[config.mk]
export PLATFORM = sky130hd
export DESIGN_NAME = seq_alu
export DESIGN_NICKNAME = d
export VERILOG_FILES = /design/src/rtl/seq_alu.sv
export SDC_FILE = /design/constraint.sdc
export NUM_CORES = 1
export LEC_CHECK = 0
export BUFFER_PORTS_ARGS = -buffer_cell sky130_fd_sc_hd__buf_2
export CORE_MARGIN = 3
export CORE_UTILIZATION = 60
export DETAILED_ROUTE_END_ITERATION = 8
export GPL_TIMING_DRIVEN = 1
export PLACE_DENSITY = 0.8
export SETUP_SLACK_MARGIN = 0.5
export SYNTH_ARGS = -nofsm -noshare
export SYNTH_HDL_FRONTEND = slang
export SYNTH_SLANG_ARGS = --single-unit
export TNS_END_PERCENT = 10
[constraint.sdc]
create_clock -name clk -period 3.2 [get_ports clk]
set_input_delay 0.32 -clock clk [delete_from_list [all_inputs] [get_ports clk]]
set_output_delay 0.32 -clock clk [all_outputs]
set_load 0.01 [all_outputs]
[src/rtl/seq_alu.sv]
// Sequential ALU with a valid/ready handshake on both sides.
// Single-cycle ops finish in one clock; MUL is a shift-add loop, one multiplier bit per clock.
module seq_alu #(
    parameter int WIDTH = 6
) (
    input  logic             clk,
    input  logic             rst,
    input  logic             in_valid,
    output logic             in_ready,
    input  logic [WIDTH-1:0] A,
    input  logic [WIDTH-1:0] B,
    input  logic [2:0]       op,
    output logic             out_valid,
    input  logic             out_ready,
    output logic [WIDTH-1:0] out,
    output logic [3:0]       flags
);
    localparam int CW = $clog2(WIDTH + 1);
    localparam logic [CW-1:0] LAST = CW'(WIDTH - 1);

    localparam logic [2:0] OP_ADD  = 3'd0;
    localparam logic [2:0] OP_SUB  = 3'd1;
    localparam logic [2:0] OP_AND  = 3'd2;
    localparam logic [2:0] OP_OR   = 3'd3;
    localparam logic [2:0] OP_XOR  = 3'd4;
    localparam logic [2:0] OP_MUL  = 3'd5;
    localparam logic [2:0] OP_SLT  = 3'd6;
    localparam logic [2:0] OP_PASS = 3'd7;

    typedef enum logic [1:0] {IDLE, BUSY, DONE} state_t;

    state_t               state_reg, state_next;
    logic [CW-1:0]        cnt_reg;
    logic [2*WIDTH-1:0]   mcand_reg;
    logic [WIDTH-1:0]     mplier_reg;
    logic [2*WIDTH-1:0]   acc_reg;
    logic [WIDTH-1:0]     out_reg;
    logic [3:0]           flags_reg;

    logic                 accept;
    logic [WIDTH:0]       sum;
    logic [WIDTH:0]       diff;
    logic [WIDTH-1:0]     alu_res;
    logic                 alu_c;
    logic                 alu_v;
    logic [3:0]           alu_flags;
    logic [2*WIDTH-1:0]   addend;
    logic [2*WIDTH-1:0]   acc_sum;
    logic                 mul_hi_nz;

    assign accept = in_valid && in_ready;

    // Single-cycle datapath
    always_comb begin
        sum     = {1'b0, A} + {1'b0, B};
        diff    = {1'b0, A} - {1'b0, B};
        alu_res = '0;
        alu_c   = 1'b0;
        alu_v   = 1'b0;
        case (op)
            OP_ADD: begin
                alu_res = sum[WIDTH-1:0];
                alu_c   = sum[WIDTH];
                alu_v   = (A[WIDTH-1] == B[WIDTH-1]) && (sum[WIDTH-1] != A[WIDTH-1]);
            end
            OP_SUB: begin
                alu_res = diff[WIDTH-1:0];
                alu_c   = diff[WIDTH];
                alu_v   = (A[WIDTH-1] != B[WIDTH-1]) && (diff[WIDTH-1] != A[WIDTH-1]);
            end
            OP_AND:  alu_res = A & B;
            OP_OR:   alu_res = A | B;
            OP_XOR:  alu_res = A ^ B;
            OP_SLT:  alu_res = {{(WIDTH-1){1'b0}}, ($signed(A) < $signed(B))};
            OP_PASS: alu_res = A;
            default: alu_res = '0;
        endcase
        alu_flags = {alu_c, alu_v, alu_res[WIDTH-1], (alu_res == '0)};
    end

    // Partial product for the current multiplier bit
    generate
        for (genvar gi = 0; gi < 2*WIDTH; gi++) begin : g_addend
            assign addend[gi] = mcand_reg[gi] & mplier_reg[0];
        end
    endgenerate

    assign acc_sum   = acc_reg + addend;
    assign mul_hi_nz = |acc_sum[2*WIDTH-1:WIDTH];

    always_ff @(posedge clk or posedge rst) begin
        if (rst) begin
            state_reg <= IDLE;
        end else begin
            state_reg <= state_next;
        end
    end

    always_comb begin
        state_next = state_reg;
        case (state_reg)
            IDLE: if (in_valid) state_next = (op == OP_MUL) ? BUSY : DONE;
            BUSY: if (cnt_reg == LAST) state_next = DONE;
            DONE: begin
                if (out_ready) begin
                    if (in_valid) state_next = (op == OP_MUL) ? BUSY : DONE;
                    else          state_next = IDLE;
                end
            end
            default: state_next = IDLE;
        endcase
    end

    // Reset also gates in_ready so nothing is offered while it is held
    always_comb begin
        in_ready  = !rst && ((state_reg == IDLE) || ((state_reg == DONE) && out_ready));
        out_valid = (state_reg == DONE);
    end

    always_ff @(posedge clk or posedge rst) begin
        if (rst) begin
            cnt_reg    <= '0;
            mcand_reg  <= '0;
            mplier_reg <= '0;
            acc_reg    <= '0;
            out_reg    <= '0;
            flags_reg  <= '0;
        end else if (accept) begin
            if (op == OP_MUL) begin
                mcand_reg  <= {{WIDTH{1'b0}}, A};
                mplier_reg <= B;
                acc_reg    <= '0;
                cnt_reg    <= '0;
            end else begin
                out_reg   <= alu_res;
                flags_reg <= alu_flags;
            end
        end else if (state_reg == BUSY) begin
            acc_reg    <= acc_sum;
            mcand_reg  <= mcand_reg << 1;
            mplier_reg <= mplier_reg >> 1;
            cnt_reg    <= cnt_reg + CW'(1);
            if (cnt_reg == LAST) begin
                out_reg   <= acc_sum[WIDTH-1:0];
                flags_reg <= {mul_hi_nz, 1'b0, acc_sum[WIDTH-1], (acc_sum[WIDTH-1:0] == '0)};
            end
        end
    end

    assign out   = out_reg;
    assign flags = flags_reg;

endmodule

# Word level (Yosys, flattened, before mapping)
# Cells that the tools add are included.
# word_totals
ff_bits	45
in_bits	19
wordCells	92
# classes
reduce_logical	17
bitwise	15
mux	29
n_lt_le_gt_ge	1
eq_ne	19
add_sub_neg	4
# op_table
op	n
$mux 12	6
$mux 6	7
$pmux 6 s7	1
$mux 4	4
$eq 3x3->1 const B	5
$add 12x12->12	1
$and 1x1->1	12
$logic_not 6->1	2
$mux 2	5
$mux 3	3
$add 6x6->7	1
$sub 6x6->7	1
$and 6x6->6	1
$eq 3x2->1 const B	2
$lt 6x6->1	1
$ne 2x2->1 const B	3
$or 6x6->6	1
$pmux 2 s3	1
$reduce_and 3->1	2
$reduce_or 6->1	1
$xor 6x6->6	1
$logic_and 1x1->1	5
$ne 2x1->1 const B	2
$pmux 1 s2	2
other kinds (12)	15

# Depth between registers and ports, before layout
# Gate-level depths: netlist of run 1.
# depth
word_depth	7
mapped_depth	10

# Worst setup path after synthesis of run 1
# No wires, ideal clock.
# synth_path
path_type	reg2reg
from	register mplier_reg[0]
to	register flags_reg[3], in the netlist flags[3]
path_buffers	1
path_slack_ns	0.775
t_required_ns	3.065
stages_incl_launch_ff	11
t_arrival_ns	2.290
cell_sequence	dfrtp_1 -> clkbuf_1 -> nand2_1 -> inv_1 -> ha_1 -> a211o_1 -> a211o_2 -> a2111oi_4 -> o21ai_1 -> a211oi_2 -> a31oi_1
# synth_via
elab_chain_len	6
elab_cells_between_ends	17
cone_classes	add/sub: 1; mux: 3; bitwise: 12; reduce/logical: 1
# synth_rtl
element	line	rtl
start: declaration	35	logic [WIDTH-1:0] mplier_reg;
start signal: assignment	141	mplier_reg <= mplier_reg >> 1;
$and 1x1->1	84	assign addend[gi] = mcand_reg[gi] & mplier_reg[0];
$add 12x12->12 *	88	assign acc_sum = acc_reg + addend;
$reduce_or 6->1 *	89	assign mul_hi_nz = |acc_sum[2*WIDTH-1:WIDTH];
$mux 4 *	143	if (cnt_reg == LAST) begin
$mux 4 *	138	end else if (state_reg == BUSY) begin
$mux 4 *	128	end else if (accept) begin
end signal: assignment	136	flags_reg <= alu_flags;
end signal: assignment	145	flags_reg <= {mul_hi_nz, 1'b0, acc_sum[WIDTH-1], (acc_sum[WIDTH-1:0] == '0)};
end: declaration	38	logic [3:0] flags_reg;
# Every way passes the cells marked *; elsewhere a longest branch is shown, timed or not. The select of a mux whose other input is x is not followed.
# A chain may end at the register's enable or synchronous reset.

# Final worst setup path of run 1
# Same ends and word-level chain as after synthesis.

==> impl_table.tex, run 1 <==
\begin{tabular}{lr}
\hline
Metric & Value \\
\hline
\multicolumn{2}{l}{\textbf{Status}} \\
Run status & complete, no violations \\
\multicolumn{2}{l}{\textbf{Global routing}} \\
Gr usage total & between 20\% and 30\% \\
First-pass GRT wire length & 13800 microns \\
Initial antenna violation count & 0 \\
Maximum number of pins on one net before global-route repair & 28 \\
Total overflow reported by the global router & 0 \\
Vias in the first global route & 2870 \\
\multicolumn{2}{l}{\textbf{Critical path}} \\
Data required time at the worst endpoint & between 3 and 4 ns \\
Startpoint kind of the worst setup timing path & flip-flop \\
Kind of capture point of the worst setup path & flip-flop \\
Critical Path Fanout Max & 13 \\
Worst endpoint data arrival time & about 2.8 ns \\
Critical path class & flip-flop to flip-flop \\
\multicolumn{2}{l}{\textbf{Drt}} \\
Mean number of vias per cell & $\sim$6.4 \\
Router iterations before antenna repair & 5 \\
Drt drc & 0 \\
Number of nets still failing antenna checks after routing & 0 \\
Routed via count & 3149 \\
Average routed wire per standard cell & $\sim$18 microns \\
Detailed Route WL & $\sim$9000 microns \\
Starting DRT DRC Count & 306 \\
\multicolumn{2}{l}{\textbf{Cells and area}} \\
Total Nets Final & 469 \\
Area overhead of the layout relative to synthesis & 8.69\% \\
Antenna diode count & 0 \\
Final core area utilization & between 60\% and 70\% \\
Share of final-layout standard cells stronger than drive strength 1 & between 10\% and 20\% \\
\multicolumn{2}{l}{\textbf{Clock network}} \\
Number of sinks handled by clock tree synthesis & 44 \\
CTS clock-pin slew for the worst setup and hold paths & around 0.1 ns \\
Max H-tree Level & 2 \\
Post-CTS Hold Fix Bufs & 0 \\
Source-to-sink clock delay at the later pin of the worst-skew pair & just over 0.3 ns \\
CTS tree & yes \\
Maximum clock path buffer count & 2 \\
TritonCTS Buffers & 5 \\
Root buf cell & sky130\_fd\_sc\_hd\_\_clkbuf\_8 \\
\multicolumn{2}{l}{\textbf{STA}} \\
Achievable Freq & approximately 390 MHz \\
Period Utilization, post-route & about four fifths \\
Total of endpoints with negative setup slack in the final report & 0 \\
Final critical-path setup slack & between 0.6 and 0.7 ns \\
Fin Clk Skew & around 0.0083 ns \\
Shortest clock period the worst path allows after layout & around 2.6 ns \\
Final Hold Violating Endpoints & 0 \\
Worst relative slew slack & 43.1\% \\
Final Slew Violations & 0 \\
Total Negative Setup Slacks & 0 ns \\
RSZ-0062 raised after global routing & no \\
Actual transition at the worst max-transition pin & about 0.85 ns \\
\multicolumn{2}{l}{\textbf{Yosys}} \\
Predominant post-synthesis flop cell & sky130\_fd\_sc\_hd\_\_dfrtp\_1 \\
Number of synthesized register bits & 44 \\
Synth async-reset ratio & 100\% \\
Post-Synthesis Mean Instance Area & just under 9 sq um \\
Register area share after synthesis & between 30\% and 40\% \\
Number of enable flip-flop cells after synthesis & 0 \\
Compound-Gate Fraction of Synth Area & 23.9\% \\
Number of warnings printed during yosys synthesis & 0 \\
Dominant combinational cell family by area after synthesis & compound AO/OA/AOI/OAI gates \\
Post-synthesis share of cell area spent on and, or, nand and nor gates & between 10\% and 20\% \\
Yosys cell types & 71 \\
Share of synthesized cell area in full adder, half adder and majority cells & around 13\% \\
Post-Syn Nets & approximately 450 \\
Netlist area before placement & 0.00351 sq mm \\
Cell count after synthesis & 395 \\
Synthesized-area fraction occupied by xor and xnor cells & 3.24\% \\
Share of synthesized area spent on multiplexers & approximately 5.6\% \\
\multicolumn{2}{l}{\textbf{Floorplan}} \\
Y dimension of the die & about 83 microns \\
Die Footprint & 0.00681 sq mm \\
Site row count & 27 \\
Starting density of the core & a little over three fifths \\
Area inside the core boundary & between 0.005 and 0.006 sq mm \\
Die W & 82.5 microns \\
Number of placed I/O pins & 31 \\
\multicolumn{2}{l}{\textbf{Placed design}} \\
Placement-stage worst setup slack & between 0.6 and 0.7 ns \\
Half-perimeter wire length after placement & 6630 microns \\
Global placer's final weighted congestion & slightly above 0.9 \\
Count of input and output buffers & 30 \\
\multicolumn{2}{l}{\textbf{Pwr}} \\
Final total power & 1.90 mW \\
Worst IR drop on VDD & approximately 360 uV \\
Leakage power summed over all cells & 1.86 nW \\
PD cells & around 500 mW/mm\^{}2 \\
\multicolumn{2}{l}{\textbf{Hold path}} \\
Type of the tightest min-delay check & input pin to async pin \\
\multicolumn{2}{l}{\textbf{Flow run}} \\
Max\_cap viols & 0 \\
\hline
\end{tabular}
power by group:
group | total [mW] | switching, mW | internal [mW]
Clock | 0.451 | 0.216 | 0.235
Sequential | 0.821 | 0.121 | 0.700
Combinational | 0.630 | 0.365 | 0.265
final timing paths:
kind,from,endpoint,slack [ns],cells past startpoint
worst min-delay path,rst,acc_reg[9]$_DFFE_PP0P_,0.05,2
max in group asynchronous,rst,mplier_reg[0]$_DFFE_PP0P_,2.41,3
worst min register to register,out[1]$_DFFE_PP0P_,out[1]$_DFFE_PP0P_,0.48,2
min in group clk,A[0],mcand_reg[0]$_DFFE_PP0P_,0.25,3
worst max-delay path,mplier_reg[0]$_DFFE_PP0P_,flags[3]$_DFFE_PP0P_,0.61,8
worst max register to register,mplier_reg[0]$_DFFE_PP0P_,flags[3]$_DFFE_PP0P_,0.61,8
cells by family after synthesis:
| group | Yosys count |
|---|---|
| AND/OR/NAND/NOR | 123 |
| multiplexers | 18 |
| XOR/XNOR | 13 |
| flip-flops | 44 |
| buffers and inverters | 46 |
| adder cells (fa/ha/maj) | 34 |
| AO/OA/AOI/OAI | 117 |
what timing repair did:
action,in CTS,in global routing
endpoints found under the setup margin,0,3
resized for setup,0,2
setup buffers,0,0
critical path, stage by stage, from the launching register on:
cell and delay, ns:
sky130_fd_sc_hd__dfrtp_2 0.49, sky130_fd_sc_hd__and2_1 0.18, sky130_fd_sc_hd__ha_1 0.33, sky130_fd_sc_hd__o211a_1 0.28, sky130_fd_sc_hd__a211o_2 0.39, sky130_fd_sc_hd__a2111oi_4 0.33, sky130_fd_sc_hd__o21ai_1 0.15, sky130_fd_sc_hd__a211oi_2 0.22
sky130_fd_sc_hd__a31oi_1 0.10
synth_stat cells, types with 10 or more instances:
cell	n	area share, %
sky130_fd_sc_hd__nand2_1	47	5.0
sky130_fd_sc_hd__dfrtp_1	44	31
sky130_fd_sc_hd__ha_1	31	11
sky130_fd_sc_hd__o21ai_0	28	4.0
sky130_fd_sc_hd__inv_1	24	2.6
sky130_fd_sc_hd__a21oi_1	19	2.7
sky130_fd_sc_hd__nor2_1	16	1.7
sky130_fd_sc_hd__a22o_1	15	3.7
sky130_fd_sc_hd__mux2i_1	15	4.3
sky130_fd_sc_hd__and2_1	10	1.8
stage by stage:
stage	cells	hold WS (ns)	area, sq um
after floorplan	395	0.437	3510
after global placement	481	0.380	3700
after detailed placement	481	0.394	3700
after CTS	489	0.0623	3810
after global routing	489	0.0708	3820
final	489	0.0466	3820
cells in the final DEF (no fill, tap or decap), types with 3 or more instances in the layout:
cell / Yosys / final
sky130_fd_sc_hd__a31oi_1: 7 / 7
sky130_fd_sc_hd__buf_4: 1 / 4
sky130_fd_sc_hd__fa_1: 3 / 3
sky130_fd_sc_hd__a21o_1: 3 / 3
sky130_fd_sc_hd__o211ai_1: 3 / 3
sky130_fd_sc_hd__inv_1: 24 / 23
sky130_fd_sc_hd__dfrtp_1: 44 / 43
sky130_fd_sc_hd__mux2i_1: 15 / 15
sky130_fd_sc_hd__a22o_1: 15 / 15
sky130_fd_sc_hd__buf_2: 9 / 30
sky130_fd_sc_hd__nand3_1: 9 / 9
sky130_fd_sc_hd__o21ai_0: 28 / 28
sky130_fd_sc_hd__xor2_1: 5 / 5
sky130_fd_sc_hd__nor2b_1: 7 / 7
sky130_fd_sc_hd__nand3b_1: 4 / 4
sky130_fd_sc_hd__nor3_1: 5 / 5
sky130_fd_sc_hd__o31ai_1: 3 / 3
sky130_fd_sc_hd__nand2b_1: 7 / 7
sky130_fd_sc_hd__nor2_1: 16 / 15
sky130_fd_sc_hd__ha_1: 31 / 31
sky130_fd_sc_hd__xnor2_1: 8 / 8
sky130_fd_sc_hd__a21oi_1: 19 / 19
sky130_fd_sc_hd__clkbuf_8: 0 / 5
sky130_fd_sc_hd__o21a_1: 4 / 4
sky130_fd_sc_hd__nand2_1: 47 / 47
sky130_fd_sc_hd__o211a_1: 3 / 3
sky130_fd_sc_hd__and2_1: 10 / 10
cell type report:
class / count / area (sq um)
well taps: 72 / 90.1
multi-input cells: 305 / 2230
fillers: 451 / 1750
repair buffers: 34 / 180
flip-flops and latches: 44 / 1100
inverters: 26 / 97.6
clock buffers: 5 / 68.8
clock inverters: 3 / 46.3
metal layers:
layer  part of all wire, %  routed length, microns  track usage (%)
met1                    46                    4030             37.0
met2                    46                    4060             42.9
met3                   6.2                     545             5.53
met4                   1.4                     123             5.39
met5                     0                       0                0
Power figures use the tool's default switching activity.
==> inputs of run 2 (changes only) <==
Settings changed: CORE_UTILIZATION 60 to 55, PLACE_DENSITY 0.8 to 0.77.
Clock period 3.2 ns to 2.2 ns, I/O delays scaled along.
==> run 2 against run 1 <==
Compared with the run above: clock power rose by 44%; the flow now finishes with violations (negative setup slack); maximum frequency is 7.6% higher; clock skew increased by 0.0012 ns; largest power group is now combinational cells.
==> impl_table.tex, run 2 (synthesis gave the netlist of run 1 again) <==
\begin{tabular}{lr}
\hline
Metric & Value \\
\hline
\multicolumn{2}{l}{\textbf{Floorplan}} \\
Die Footprint & 0.00739 sq mm (was 0.00681 sq mm) \\
Site row count & 28 (was 27) \\
Die W & 85.9 microns (was 82.5 microns) \\
Area inside the core boundary & 0.00606 sq mm (was 0.00557 sq mm) \\
Number of placed I/O pins & 31 (unchanged) \\
Starting density of the core & 58.0\% (was 63.1\%) \\
Y dimension of the die & 85.9 microns (was 82.5 microns) \\
\multicolumn{2}{l}{\textbf{Status}} \\
Run status & finished with violations (was complete, no violations) \\
Violations in the final reports & negative setup slack \\
\multicolumn{2}{l}{\textbf{Critical path}} \\
Worst setup path startpoint & mplier\_reg[0]\$\_DFFE\_PP0P\_ (unchanged) \\
Kind of capture point of the worst setup path & flip-flop (unchanged) \\
Data required time at the worst endpoint & 2.38 ns (was 3.38 ns) \\
Critical path class & flip-flop to flip-flop (unchanged) \\
Startpoint kind of the worst setup timing path & flip-flop (unchanged) \\
Worst endpoint data arrival time & 2.59 ns (was 2.78 ns) \\
Critical Path Fanout Max & 4 (was 13) \\
Reg-to-reg critical path startpoint & mplier\_reg[0]\$\_DFFE\_PP0P\_ (unchanged) \\
\multicolumn{2}{l}{\textbf{Global routing}} \\
Initial antenna violation count & 0 (unchanged) \\
First-pass GRT wire length & 15100 microns (was 13800 microns) \\
Vias in the first global route & 3202 (was 2870) \\
Total overflow reported by the global router & 0 (unchanged) \\
Gr usage total & 25.2\% (was 26.6\%) \\
Maximum number of pins on one net before global-route repair & 41 (was 28) \\
\multicolumn{2}{l}{\textbf{Drt}} \\
Routed via count & 3301 (was 3149) \\
Router iterations before antenna repair & 5 (unchanged) \\
Average routed wire per standard cell & 16.7 microns (was 17.9 microns) \\
Starting DRT DRC Count & 196 (was 306) \\
Number of nets still failing antenna checks after routing & 0 (unchanged) \\
Detailed Route WL & 9220 microns (was 8750 microns) \\
Drt drc & 0 (unchanged) \\
Mean number of vias per cell & 5.98 (was 6.44) \\
\multicolumn{2}{l}{\textbf{Placed design}} \\
Global placer's final weighted congestion & 0.910 (was 0.924) \\
Half-perimeter wire length after placement & 6770 microns (was 6630 microns) \\
Count of input and output buffers & 30 (unchanged) \\
\multicolumn{2}{l}{\textbf{Cells and area}} \\
Antenna diode count & 0 (unchanged) \\
Area overhead of the layout relative to synthesis & 29.4\% (was 8.69\%) \\
Total Nets Final & 529 (was 469) \\
Register area & 0.00110 sq mm (about the same) \\
Multi-input gate area & 0.00249 sq mm (was 0.00223 sq mm) \\
Commonest cells after routing, fill and taps aside & sky130\_fd\_sc\_hd\_\_buf\_4, sky130\_fd\_sc\_hd\_\_nand2\_1, sky130\_fd\_sc\_hd\_\_dfrtp\_1 (was sky130\_fd\_sc\_hd\_\_nand2\_1, sky130\_fd\_sc\_hd\_\_dfrtp\_1, sky130\_fd\_sc\_hd\_\_ha\_1) \\
Final core area utilization & 75.0\% (was 68.5\%) \\
Most common library cell in the layout ignoring fill and taps & sky130\_fd\_sc\_hd\_\_buf\_4 (was sky130\_fd\_sc\_hd\_\_nand2\_1) \\
Share of final-layout standard cells stronger than drive strength 1 & 33.3\% (was 13.9\%) \\
Fillers & 429 (was 451) \\
\multicolumn{2}{l}{\textbf{Clock network}} \\
CTS tree & yes (unchanged) \\
CTS clock-pin slew for the worst setup and hold paths & 0.09 ns (was 0.10 ns) \\
Number of sinks handled by clock tree synthesis & 44 (unchanged) \\
Root buf cell & sky130\_fd\_sc\_hd\_\_clkbuf\_8 (unchanged) \\
Source-to-sink clock delay at the later pin of the worst-skew pair & 0.30 ns (was 0.31 ns) \\
Maximum clock path buffer count & 2 (unchanged) \\
Max H-tree Level & 2 (unchanged) \\
TritonCTS Buffers & 5 (unchanged) \\
\multicolumn{2}{l}{\textbf{STA}} \\
Final Hold Violating Endpoints & 0 (unchanged) \\
Achievable Freq & 415 MHz (was 386 MHz) \\
Worst relative slew slack & 71.7\% (was 43.1\%) \\
Period Utilization, post-route & 110\% (was 81.1\%) \\
Total of endpoints with negative setup slack in the final report & 4 (was 0) \\
Total Negative Setup Slacks & -0.512 ns (was 0 ns) \\
RSZ-0062 raised after global routing & yes (was no) \\
Actual transition at the worst max-transition pin & 0.414 ns (was 0.852 ns) \\
Shortest clock period the worst path allows after layout & 2.41 ns (was 2.59 ns) \\
Final Slew Violations & 0 (unchanged) \\
Final critical-path setup slack & -0.210 ns (was 0.606 ns) \\
Fin Clk Skew & 0.00955 ns (was 0.00833 ns) \\
\multicolumn{2}{l}{\textbf{Hold path}} \\
Critical hold path startpoint & B[5] \\
Type of the tightest min-delay check & input pin to flip-flop (was input pin to async pin) \\
\multicolumn{2}{l}{\textbf{Pwr}} \\
Worst IR drop on VDD & 471 uV (was 358 uV) \\
PD cells & 695 mW/mm\^{}2 (was 498 mW/mm\^{}2) \\
Leakage power summed over all cells & 2.20 nW (was 1.86 nW) \\
\multicolumn{2}{l}{\textbf{Flow run}} \\
Max\_cap viols & 0 (unchanged) \\
\hline
\end{tabular}
## run 2: cell types whose count changed in the layout (fill, tap and decap cells not counted), sizes merged
| cell | previous run | this run |
|---|---|---|
| buf | 34 | 93 |
| dlygate4sd3 | 0 | 1 |
## run 2: what timing repair did
item	CTS	global route
endpoints found under the setup margin	23	40
resized for setup	34	20
hold endpoints to repair	10	0
hold buffers	1	0
setup buffers	0	1
pin swaps	23	16
## run 2: area by class of cell
| cell class | count | area share [%] |
|---|---|---|
| well taps | 75 | 2.06 |
| inverters | 26 | 2.20 |
| multi-input cells | 305 | 54.8 |
| flip-flops and latches | 44 | 24.2 |
| clock inverters | 3 | 1.02 |
| clock buffers | 5 | 1.51 |
| repair buffers | 94 | 14.2 |
## run 2: worst paths after layout
| path | to | slack, ns | cells past startpoint |
|---|---|---|---|
| worst max-delay path | flags[3]$_DFFE_PP0P_ | -0.21 | 9 |
| worst min-delay path | mplier_reg[5]$_DFFE_PP0P_ | 0.17 | 3 |
| worst max register to register | flags[3]$_DFFE_PP0P_ | -0.21 | 9 |
| worst min register to register | out[1]$_DFFE_PP0P_ | 0.48 | 2 |
| max in group asynchronous | mcand_reg[9]$_DFFE_PP0P_ | 1.05 | 4 |
| min in group asynchronous | out[2]$_DFFE_PP0P_ | 0.43 | 3 |
## run 2: critical path, stage by stage, from the launching register on
cell and delay (ns):
sky130_fd_sc_hd__dfrtp_1 0.41, sky130_fd_sc_hd__buf_4 0.15, sky130_fd_sc_hd__and2_1 0.17, sky130_fd_sc_hd__ha_4 0.24, sky130_fd_sc_hd__o211a_1 0.15, sky130_fd_sc_hd__a211o_2 0.38, sky130_fd_sc_hd__a2111oi_4 0.34, sky130_fd_sc_hd__o21ai_2 0.10
sky130_fd_sc_hd__a211oi_2 0.22, sky130_fd_sc_hd__a31oi_1 0.12
## run 2: power by group
part	internal, mW	switching [mW]	total (mW)
Sequential	1.02	0.162	1.18
Combinational	0.664	0.668	1.33
Clock	0.342	0.306	0.649
## run 2: layer usage
layer  wire (microns)  track usage (%)  up-vias
met1             4110             34.5     1586
met2             4390             41.0      104
li1                 -                -     1587
met4              201             7.34        0
met5                0                0        -
met3              515             3.94       24
## run 2: metrics by stage
stage	cells	cell area (sq um)	hold slack [ns]	total power, mW	setup slack [ns]
4_1_cts	551	4440	0.163	3.09	-0.183
2_1_floorplan	395	3600	0.337	1.88	-0.112
5_1_grt	552	4550	0.166	3.38	-0.315
3_3_place_gp	542	4210	0.179	2.31	-0.192
6_report	552	4550	0.174	3.16	-0.210
3_5_place_dp	542	4210	0.188	2.37	-0.247
